<file path="src/rtl/config_access_sync_pkg.sv">
// -----------------------------------------------------------------------------
// cfg_access_pkg
// Shared definitions for the config_access_sync slice:
//   rb_state_e : readback FSM state encoding (IDLE=0, SHIFT=1)
//   clog2      : ceiling log2, used to size the index and stability counters
// -----------------------------------------------------------------------------
package cfg_access_pkg;

    typedef enum logic [0:0] {
        ST_IDLE  = 1'b0,
        ST_SHIFT = 1'b1
    } rb_state_e;

    // Number of bits needed to hold values 0..value-1 (returns 0 for value<=1).
    function automatic int clog2(input int value);
        int r;
        r = 0;
        while ((32'sd1 <<< r) < value) begin
            r = r + 1;
        end
        return r;
    endfunction

endpackage

</file>
<file path="src/rtl/config_access_sync_if.sv">
// -----------------------------------------------------------------------------
// config_access_sync_if
// Groups the config-bit inputs, exported config outputs and the serial
// readback handshake of config_access_sync.
//   master : environment side (drives ConfigBits, CfgActive, ser_start)
//   slave  : config_access_sync side (drives C_bit, C_changed, ser_*)
// -----------------------------------------------------------------------------
interface config_access_sync_if #(
    parameter int NoConfigBits = 8
);
    logic [NoConfigBits-1:0] ConfigBits;
    logic                    CfgActive;
    logic [NoConfigBits-1:0] C_bit;
    logic                    C_changed;
    logic                    ser_start;
    logic                    ser_data;
    logic                    ser_valid;
    logic                    ser_last;

    modport master (
        output ConfigBits, CfgActive, ser_start,
        input  C_bit, C_changed, ser_data, ser_valid, ser_last
    );

    modport slave (
        input  ConfigBits, CfgActive, ser_start,
        output C_bit, C_changed, ser_data, ser_valid, ser_last
    );
endinterface

</file>
<file path="src/rtl/config_access_sync_cfg_sync.sv">
// -----------------------------------------------------------------------------
// cfg_sync
// W-bit multi-flop synchroniser bringing an asynchronous word into i_clk.
// No filtering here; a multi-bit word may be captured mid-transition, which
// the stability filter downstream tolerates.
// Ports:
//   i_clk  in  1   destination clock
//   i_rst  in  1   asynchronous active-high reset (clears all stages)
//   i_d    in  W   asynchronous input
//   o_q    out W   synchronised output (last stage)
// -----------------------------------------------------------------------------
module cfg_sync #(
    parameter int W      = 1,
    parameter int STAGES = 2
) (
    input  logic         i_clk,
    input  logic         i_rst,
    input  logic [W-1:0] i_d,
    output logic [W-1:0] o_q
);

    logic [W-1:0] r_stage [STAGES];

    // Synchroniser shift chain.
    always_ff @(posedge i_clk or posedge i_rst) begin
        if (i_rst) begin
            for (int i = 0; i < STAGES; i++) begin
                r_stage[i] <= '0;
            end
        end else begin
            r_stage[0] <= i_d;
            for (int i = 1; i < STAGES; i++) begin
                r_stage[i] <= r_stage[i-1];
            end
        end
    end

    assign o_q = r_stage[STAGES-1];

endmodule

</file>
<file path="src/rtl/config_access_sync.sv">
// -----------------------------------------------------------------------------
// config_access_sync
// Exports NoConfigBits tile config bits to external pins, retimed into UserCLK,
// frozen while a configuration write is active, debounced, and readable back
// serially (LSB first).
// Ports:
//   UserCLK  in  1      fabric user clock, rising edge
//   Reset    in  1      asynchronous active-high reset (released synchronously)
//   bus      slave      ConfigBits/CfgActive in, C_bit/C_changed out,
//                       ser_start in, ser_data/ser_valid/ser_last out
// C_bit[i] is driven by config bit i.
// -----------------------------------------------------------------------------
module config_access_sync
    import cfg_access_pkg::*;
#(
    parameter int                    NoConfigBits  = 8,
    parameter int                    SYNC_STAGES   = 2,
    parameter int                    STABLE_CYCLES = 4,
    parameter logic [NoConfigBits-1:0] RESET_VALUE = '0
) (
    input  logic                 UserCLK,
    input  logic                 Reset,
    config_access_sync_if.slave  bus
);

    localparam int IDX_W = (clog2(NoConfigBits) < 1) ? 1 : clog2(NoConfigBits);
    localparam int CNT_W = (clog2(STABLE_CYCLES + 1) < 1) ? 1 : clog2(STABLE_CYCLES + 1);
    localparam logic [IDX_W-1:0] IDX_LAST = IDX_W'(NoConfigBits - 1);
    localparam logic [CNT_W-1:0] CNT_MAX  = CNT_W'(STABLE_CYCLES);

    logic [1:0]              r_rst_sync;
    logic                    w_rst;
    logic [NoConfigBits-1:0] w_cb_s;
    logic [0:0]              w_act_s;
    logic [NoConfigBits-1:0] r_cb_prev;
    logic [CNT_W-1:0]        r_cnt;
    logic [CNT_W-1:0]        w_cnt_next;
    logic                    w_stable;
    logic                    w_update;
    logic [NoConfigBits-1:0] r_c_bit;
    logic                    r_c_changed;
    rb_state_e               r_state;
    rb_state_e               w_state_next;
    logic [NoConfigBits-1:0] r_shreg;
    logic [IDX_W-1:0]        r_idx;
    logic                    w_start;
    logic                    w_ser_valid;
    logic                    w_ser_data;
    logic                    w_ser_last;

    // Reset bridge: asserts immediately, releases two UserCLK edges later.
    always_ff @(posedge UserCLK or posedge Reset) begin
        if (Reset) begin
            r_rst_sync <= 2'b11;
        end else begin
            r_rst_sync <= {r_rst_sync[0], 1'b0};
        end
    end

    assign w_rst = r_rst_sync[1];

    cfg_sync #(.W(NoConfigBits), .STAGES(SYNC_STAGES)) u_sync_cb (
        .i_clk (UserCLK),
        .i_rst (w_rst),
        .i_d   (bus.ConfigBits),
        .o_q   (w_cb_s)
    );

    cfg_sync #(.W(1), .STAGES(SYNC_STAGES)) u_sync_act (
        .i_clk (UserCLK),
        .i_rst (w_rst),
        .i_d   (bus.CfgActive),
        .o_q   (w_act_s)
    );

    // Stability filter: count consecutive cycles of an unchanged synced word
    // with CfgActive low. The update fires on the edge where the count
    // reaches STABLE_CYCLES, so a change reaches C_bit after
    // SYNC_STAGES + STABLE_CYCLES + 1 edges.
    always_comb begin
        w_stable   = (w_cb_s == r_cb_prev) && !w_act_s[0];
        w_cnt_next = '0;
        if (w_stable) begin
            if (r_cnt == CNT_MAX) begin
                w_cnt_next = r_cnt;
            end else begin
                w_cnt_next = r_cnt + CNT_W'(1);
            end
        end else begin
            w_cnt_next = '0;
        end
        w_update = w_stable && (w_cnt_next == CNT_MAX) && (w_cb_s != r_c_bit);
    end

    // Filter state and exported config outputs.
    always_ff @(posedge UserCLK or posedge w_rst) begin
        if (w_rst) begin
            r_cb_prev   <= '0;
            r_cnt       <= '0;
            r_c_bit     <= RESET_VALUE;
            r_c_changed <= 1'b0;
        end else begin
            r_cb_prev   <= w_cb_s;
            r_cnt       <= w_cnt_next;
            r_c_changed <= w_update;
            if (w_update) begin
                r_c_bit <= w_cb_s;
            end else begin
                r_c_bit <= r_c_bit;
            end
        end
    end

    assign w_start = bus.ser_start;

    // Readback FSM state register.
    always_ff @(posedge UserCLK or posedge w_rst) begin
        if (w_rst) begin
            r_state <= ST_IDLE;
        end else begin
            r_state <= w_state_next;
        end
    end

    // Readback FSM next state and output decode; ser_start is ignored in SHIFT.
    always_comb begin
        w_state_next = r_state;
        w_ser_valid  = 1'b0;
        w_ser_data   = 1'b0;
        w_ser_last   = 1'b0;
        case (r_state)
            ST_IDLE: begin
                if (w_start) begin
                    w_state_next = ST_SHIFT;
                end else begin
                    w_state_next = ST_IDLE;
                end
            end
            ST_SHIFT: begin
                w_ser_valid = 1'b1;
                w_ser_data  = r_shreg[0];
                w_ser_last  = (r_idx == IDX_LAST);
                if (r_idx == IDX_LAST) begin
                    w_state_next = ST_IDLE;
                end else begin
                    w_state_next = ST_SHIFT;
                end
            end
            default: begin
                w_state_next = ST_IDLE;
            end
        endcase
    end

    // Snapshot and shift register. The snapshot takes r_c_bit as it is
    // before any update landing on the same edge.
    always_ff @(posedge UserCLK or posedge w_rst) begin
        if (w_rst) begin
            r_shreg <= '0;
            r_idx   <= '0;
        end else if ((r_state == ST_IDLE) && w_start) begin
            r_shreg <= r_c_bit;
            r_idx   <= '0;
        end else if (r_state == ST_SHIFT) begin
            r_shreg <= r_shreg >> 1;
            r_idx   <= r_idx + IDX_W'(1);
        end else begin
            r_shreg <= r_shreg;
            r_idx   <= r_idx;
        end
    end

    assign bus.C_bit     = r_c_bit;
    assign bus.C_changed = r_c_changed;
    assign bus.ser_valid = w_ser_valid;
    assign bus.ser_data  = w_ser_data;
    assign bus.ser_last  = w_ser_last;

endmodule

</file>
<file path="src/flat_wrapper.sv">
// flat-port wrapper written by rule: the top's interface ports become plain ports
module config_access_sync_flat import cfg_access_pkg::*;
#(
    parameter int                    NoConfigBits  = 8,
    parameter int                    SYNC_STAGES   = 2,
    parameter int                    STABLE_CYCLES = 4,
    parameter logic [NoConfigBits-1:0] RESET_VALUE = '0
)
  (UserCLK, Reset, bus_ConfigBits, bus_CfgActive, bus_ser_start, bus_C_bit, bus_C_changed, bus_ser_data, bus_ser_valid, bus_ser_last);
  config_access_sync_if #(.NoConfigBits(NoConfigBits)) bus_i ();
  input  logic UserCLK;
  input  logic Reset;
  input wire logic [$bits(bus_i.ConfigBits)-1:0] bus_ConfigBits;
  input wire logic [$bits(bus_i.CfgActive)-1:0] bus_CfgActive;
  input wire logic [$bits(bus_i.ser_start)-1:0] bus_ser_start;
  output wire logic [$bits(bus_i.C_bit)-1:0] bus_C_bit;
  output wire logic [$bits(bus_i.C_changed)-1:0] bus_C_changed;
  output wire logic [$bits(bus_i.ser_data)-1:0] bus_ser_data;
  output wire logic [$bits(bus_i.ser_valid)-1:0] bus_ser_valid;
  output wire logic [$bits(bus_i.ser_last)-1:0] bus_ser_last;
  assign bus_i.ConfigBits = bus_ConfigBits;
  assign bus_i.CfgActive = bus_CfgActive;
  assign bus_i.ser_start = bus_ser_start;
  assign bus_C_bit = bus_i.C_bit;
  assign bus_C_changed = bus_i.C_changed;
  assign bus_ser_data = bus_i.ser_data;
  assign bus_ser_valid = bus_i.ser_valid;
  assign bus_ser_last = bus_i.ser_last;
  config_access_sync #(.NoConfigBits(NoConfigBits), .SYNC_STAGES(SYNC_STAGES), .STABLE_CYCLES(STABLE_CYCLES), .RESET_VALUE(RESET_VALUE)) u_core (.UserCLK(UserCLK), .Reset(Reset), .bus(bus_i));
endmodule
</file>
<file path="config.mk">
export PLATFORM = sky130hd
export DESIGN_NAME = config_access_sync_flat
export DESIGN_NICKNAME = d
export VERILOG_FILES = /design/src/rtl/config_access_sync_pkg.sv /design/src/rtl/config_access_sync_if.sv /design/src/rtl/config_access_sync_cfg_sync.sv /design/src/rtl/config_access_sync.sv /design/src/flat_wrapper.sv
export SDC_FILE = /design/constraint.sdc
export NUM_CORES = 1
export LEC_CHECK = 0
export CORE_ASPECT_RATIO = 1.2
export CORE_MARGIN = 1
export CORE_UTILIZATION = 40
export DETAILED_ROUTE_END_ITERATION = 16
export PLACE_DENSITY = 0.56
export SETUP_SLACK_MARGIN = 0.05
export SLEW_MARGIN = 20
export SYNTH_ARGS = -nofsm -noshare
export SYNTH_HDL_FRONTEND = slang
export SYNTH_HIERARCHICAL = 1
export SYNTH_SLANG_ARGS = --single-unit
</file>
<file path="constraint.sdc">
create_clock -name UserCLK -period 1.5 [get_ports UserCLK]
set_clock_uncertainty 0.2 [all_clocks]
set_input_delay 0.15 -clock UserCLK [delete_from_list [all_inputs] [get_ports UserCLK]]
set_output_delay 0.15 -clock UserCLK [all_outputs]
set_load 0.05 [all_outputs]
</file>
### Yosys cells after proc, flatten, opt, wreduce, memory -nomap -nowiden

Index checks and enable logic that the tools add are counted.

* register bits after elaboration: 52
* input port bits: 12
* output and inout bits: 12

* add/sub/neg operators: 2
* eq/ne operators: 5
* mux-type cells: 12
* bitwise operators: 1
* reduce and logical (&&, ||, !) cells: 6

Operators with widths (number)
* 8-bit two-way mux: 2
* 3-bit two-way mux: 4
* 3-bit == test, second input constant: 3
* 8-bit == test: 1
* 8-bit != test: 1
* 3-bit by 1-bit adder with 3-bit output, second input constant: 2
* 1-bit two-way mux: 5
* 1-bit logical AND: 4
* 1-bit one-hot mux with 2 select lines: 1
* 2-bit nonzero test: 1
* 1-bit logical NOT: 1
* 1-bit inverter: 1

### Depth between registers and ports, before layout

Gate-level depths: netlist (run 1).

* word-level depth: 6
* gate-level depth with buffers: 8
* depth with buffers taken out: 7

### Cells and area by module

Netlist (run 1), hierarchy kept.

By module, submodules not included
* config_access_sync: times used 1, cells an instance 117, area each 1478.9 um^2, sequential area each 853.3 um^2
* cfg_sync (u_core.u_sync_cb): times used 1, cells an instance 25, area each 464.2 um^2, sequential area each 400.4 um^2
* cfg_sync (u_core.u_sync_act): times used 1, cells an instance 3, area each 53.8 um^2, sequential area each 50.0 um^2

### Worst setup path after synthesis (run 1)

No wires, ideal clock.

* path type: register to register
* start: register u_core.u_sync_cb.r_stage, in the netlist u_core/u_sync_cb/o_q[5]
* end: register u_core.r_c_bit[0] (netlist: u_core/bus.C_bit[0])
* arrival: 1871 ps
* required time: 1175 ps
* path slack: -696 ps
* stages on the path, launching flop included: 8
* clock period less this slack: 2196 ps
* cells stage by stage: dfrtp_1 > buf_4 > xnor2_1 > nand3_1 > or4_4 > nor3b_2 > buf_6 > mux2_2

* longest elaborated chain between the ends: 6
* elaborated cells between the ends (all ways): 7
* those cells by class: 3 x eq/ne; 1 x mux; 3 x reduce/logical

Ends and longest elaborated chain
* start, declared: line config_access_sync_cfg_sync.sv:22 `logic [W-1:0] r_stage [STAGES];`
* start signal, assigned by index: line config_access_sync_cfg_sync.sv:33 `r_stage[i] <= r_stage[i-1];`
* 8-bit == test: line config_access_sync.sv:81 `w_stable = (w_cb_s == r_cb_prev) && !w_act_s[0];`
* 1-bit logical AND: line config_access_sync.sv:81
* 3-bit two-way mux: line config_access_sync.sv:83 `if (w_stable) begin`
* 3-bit == test: line config_access_sync.sv:92 `w_update = w_stable && (w_cnt_next == CNT_MAX) && (w_cb_s != r_c_bit);`
* 1-bit logical AND: line config_access_sync.sv:92
* 1-bit logical AND *: line config_access_sync.sv:92
* via u_core.w_update: line config_access_sync.sv:39 `logic w_update;`
* end signal, assigned: line config_access_sync.sv:107 `r_c_bit <= w_cb_s;`
* end signal, assigned: line config_access_sync.sv:109 `r_c_bit <= r_c_bit;`
* end, declared: line config_access_sync.sv:40 `logic [NoConfigBits-1:0] r_c_bit;`

Mark *: on every way through the listed nets, which the timed path passes. The rest lies on a longest branch.
A chain may end at the register's enable or synchronous reset.

### Final worst setup path (run 1)

* start: register u_core.u_sync_cb.r_stage, in the netlist u_core/u_sync_cb/o_q[7]
* end: register u_core.r_c_bit[6] (netlist: u_core/bus.C_bit[6])

* longest elaborated chain between the ends: 6
* elaborated cells between the ends (all ways): 7
* those cells by class: 3 x eq/ne; 1 x mux; 3 x reduce/logical

Ends and longest elaborated chain (line)
* 8-bit == test: config_access_sync.sv:81
* 1-bit logical AND: config_access_sync.sv:81
* 3-bit two-way mux: config_access_sync.sv:83
* 3-bit == test: config_access_sync.sv:92
* 1-bit logical AND: config_access_sync.sv:92
* 1-bit logical AND *: config_access_sync.sv:92

Mark *: on every way between the ends. The rest lies on a longest branch, timed or not.

==> results.toml, run 1 <==
[flow_run]
drv_cap = 0

[synthesis]
netlist_top_cells_area = "dfrtp_1 63%, mux2_2 5.1%, mux2i_1 4.5%, xor2_1 3.9%, xnor2_1 3.5%"
synthArstFlopShare = 1.000
synth-edff-count = 0
yosysTopAreaCell = "dfrtp_1"
seq_area_frac_synth = 0.6529
syn-cell-area_um2 = 1997
yosysMostFrequentCell = "dfrtp_1"
syn-num-nets = 161
yosys-top-cells-count = "50 x dfrtp_1, 9 x mux2_2, 9 x mux2i_1, 9 x xor2_1"
synth-seq-cells = 52
syn_inst = 145
synth_flop_cell = "dfrtp_1"
yosysWarnings = 6
synthDominantCellAreaShare = 0.6266
yosysUniqueCellTypes = 25
synth.avg_cell_area_um2 = 13.77

[cells_and_area]
final_layout_size_suffix_gt1_frac = 0.3571
multi_input_area_um2 = 620.6
num_antenna_cells = 0
syn2layout_area_growth_pct = 37.72
seq_area_um2 = 1305
finalInstanceArea_um2 = 2750
nFillCells = 372
layout.nets = 211

[timing]
min_period_over_period = 1.460
setup_viol = 13
timing.final.ws_setup_ps = -689.6
worst_slew_pin_slew_ps = 569.7
finalHoldViolCount = 0
grt_setup_unrepaired = "yes"
final.min_clock_period_ps = 2190
maxSlewViolCount = 0
max_freq_mhz = 456.7
slew_headroom = 0.6198

[pwr]
finalPower_w = 0.003163
p_comb_frac = 0.209
p_switching_w = 0.0008000
power.leakage_nw = 1.315
cellPowerDensity_nw_per_um2 = 1150
seqPwrFrac = 0.498
switching_share = 0.2529
peakVddDrop_uv = 643.5
internal_power_w = 0.002363
pwr-share-clk = 0.293

[global_routing]
antenna_found_initial = 0
overflow = 0
grt_pass1_wl_um = 5733
grt_use_total = 0.1486
grt_max_degree = 18
grt_pass1_vias = 1276

[worst_setup_path]
cp_max_fo = 9
r2r-start = "u_core/u_sync_cb/o_q[7]"
required_ps = 1490
endpoint_kind = "flip-flop"
cp_cell_sequence = "xnor2_1, nand3_1, or4_4, nor3b_4, buf_6, mux2_2"
cp_data_arrival_time_ps = 2180
worst-r2r-cell-count = 6
slowest_delay_ps = 540
crit_type = "reg -> reg"
reg2reg_to = "u_core/bus.C_bit[6]"
r2r_slack_ps = -690
crit_slowest_cell = "or4_4"
critPathLaunchType = "flip-flop"

[clock_tree]
cts_root_buf = "clkbuf_8"
clkSinkCount = 52
cts-buffers-inserted = 5
clk_pin_slew_ps = 100
clk_latency_ps = 300
cts_tree = "done"
cts_buffer_depth = 2
cts_max_level = 2

[min_path]
hp-class = "reg -> async"

[route]
dr.first_iter.drc_count = 20
drc = 0
drtPass1Iterations = 3
route.vias.total = 1188
routedWlPerCell_um = 12.98
antenna_left = 0
drt_wl_total_um = 3297
vias_per_cell = 4.677

[status]
status = "finished, violations left"
violations = "negative setup slack"

[place]
port_buffers = 23
gp_congestion = 0.7258
dpl_cell_area_um2 = 2524
hpwl_um = 2441

[die]
initial_utilization = 0.4253
die_w_um = 66.50
coreArea_um2 = 4696
std_cell_rows = 27
die_height_um = 79.40
die_area_um2 = 5280
ios = 24
## what timing repair did
item / CTS / global route
pin swaps: 2 / 1
hold endpoints to repair: 4 / 0
cloned: 0 / 0
setup buffers: 6 / 1
endpoints found under the setup margin: 14 / 13
gates resized for setup: 7 / 3
hold buffers: 2 / 0
## layout make-up
class                   instances  area share
well taps                      58     0.02639
repair buffers                 55      0.2234
inverters                       8     0.01092
clock inverters                 2     0.01274
flip-flops and latches         52      0.4745
clock buffers                   6     0.02639
multi-input cells              73      0.2257
## critical path, delay by kind of cell (launching register included)
family	cells	cell delay [ps]
xor+xnor	1	150
buf+inv	1	170
flops	1	410
mux	1	340
simple gates	3	830
## flip-flops by register name, summed over array words and instances (netlist names)
signal	count
u_core/bus.C_bit	8
u_core/bus.C_changed	1
u_core/r_cb_prev	8
u_core/r_cnt	3
u_core/r_idx	3
u_core/r_rst_sync	2
u_core/r_shreg	8
u_core/r_state	1
u_core/u_sync_act/o_q	1
u_core/u_sync_act/r_stage	1
u_core/u_sync_cb/o_q	8
u_core/u_sync_cb/r_stage	8
## power groups by stage
stage | clock network (W) | registers, W | logic [W]
after global placement | 0 | 0.00162 | 0.000483
after global routing | 0.00102 | 0.00159 | 0.000725
after detailed placement | 0 | 0.00163 | 0.000497
after floorplan | 0 | 0.00162 | 0.000324
final | 0.000927 | 0.00157 | 0.000662
after CTS | 0.000959 | 0.00157 | 0.000664
## layer usage
layer / track usage / up-vias / wire [um]
met5: 0 / - / 0
met2: 0.2684 / 23 / 1792
met1: 0.1692 / 603 / 1379
li1: - / 560 / -
met4: 0.04468 / 0 / 18
met3: 0.03857 / 2 / 107
## cell families after synthesis
family,count (synthesis),synth area share
DFF,52,0.6529
adders and majority gates,4,0.02506
and+or+nand+nor,22,0.06077
muxes,18,0.09587
other,1,0.001878
AOI/OAI and AO/OA,11,0.03259
buffers and inverters,20,0.05639
xor gates and xnor gates,17,0.07457
## worst max path at each step
stage | end | start | slack (ps)
2_1_floorplan | u_core/bus.C_bit[0] | u_core/u_sync_cb/o_q[5] | -680
3_3_place_gp | u_core/bus.C_bit[4] | u_core/u_sync_cb/o_q[2] | -640
3_5_place_dp | u_core/bus.C_bit[3] | u_core/u_sync_cb/o_q[7] | -700
4_1_cts | u_core/bus.C_bit[6] | u_core/u_sync_cb/o_q[7] | -690
5_1_grt | u_core/bus.C_bit[6] | u_core/u_sync_cb/o_q[7] | -760
6_report | u_core/bus.C_bit[6] | u_core/u_sync_cb/o_q[7] | -690
## per-stage QoR
stage / instances / setup TNS, ps / setup WS (ps) / hold WS [ps] / utilization
after floorplan: 145 / -6071 / -681.2 / -138.5 / -
after global placement: 237 / -5942 / -636.2 / -87.45 / 0.5374
after detailed placement: 237 / -6510 / -699.2 / -84.86 / 0.5374
after CTS: 253 / -6964 / -692.3 / 80.81 / 0.5811
after global routing: 254 / -8075 / -755.6 / 77.81 / 0.5857
final: 254 / -7251 / -689.6 / 86.62 / 0.5857
## cells in the final DEF (no fill, tap or decap), drive strengths merged, types with 6 or more instances in the layout
| master | synthesis | final |
|---|---|---|
| xor2 | 9 | 9 |
| nand2 | 8 | 8 |
| o21ai | 8 | 8 |
| mux2 | 9 | 9 |
| buf | 9 | 42 |
| mux2i | 9 | 9 |
| dfrtp | 50 | 50 |
| clkdlybuf4s50 | 0 | 11 |
| inv | 8 | 8 |
| xnor2 | 8 | 8 |
| clkbuf | 3 | 6 |
No activity file was read; power rests on OpenSTA's default activity.
==> run 2: changes to the inputs <==
- CAP_MARGIN: unset -> 10
- SLEW_MARGIN: 20 -> 25
==> results of run 2 <==
Same layout as run 1: the final DEF is identical, and so are final timing and power.
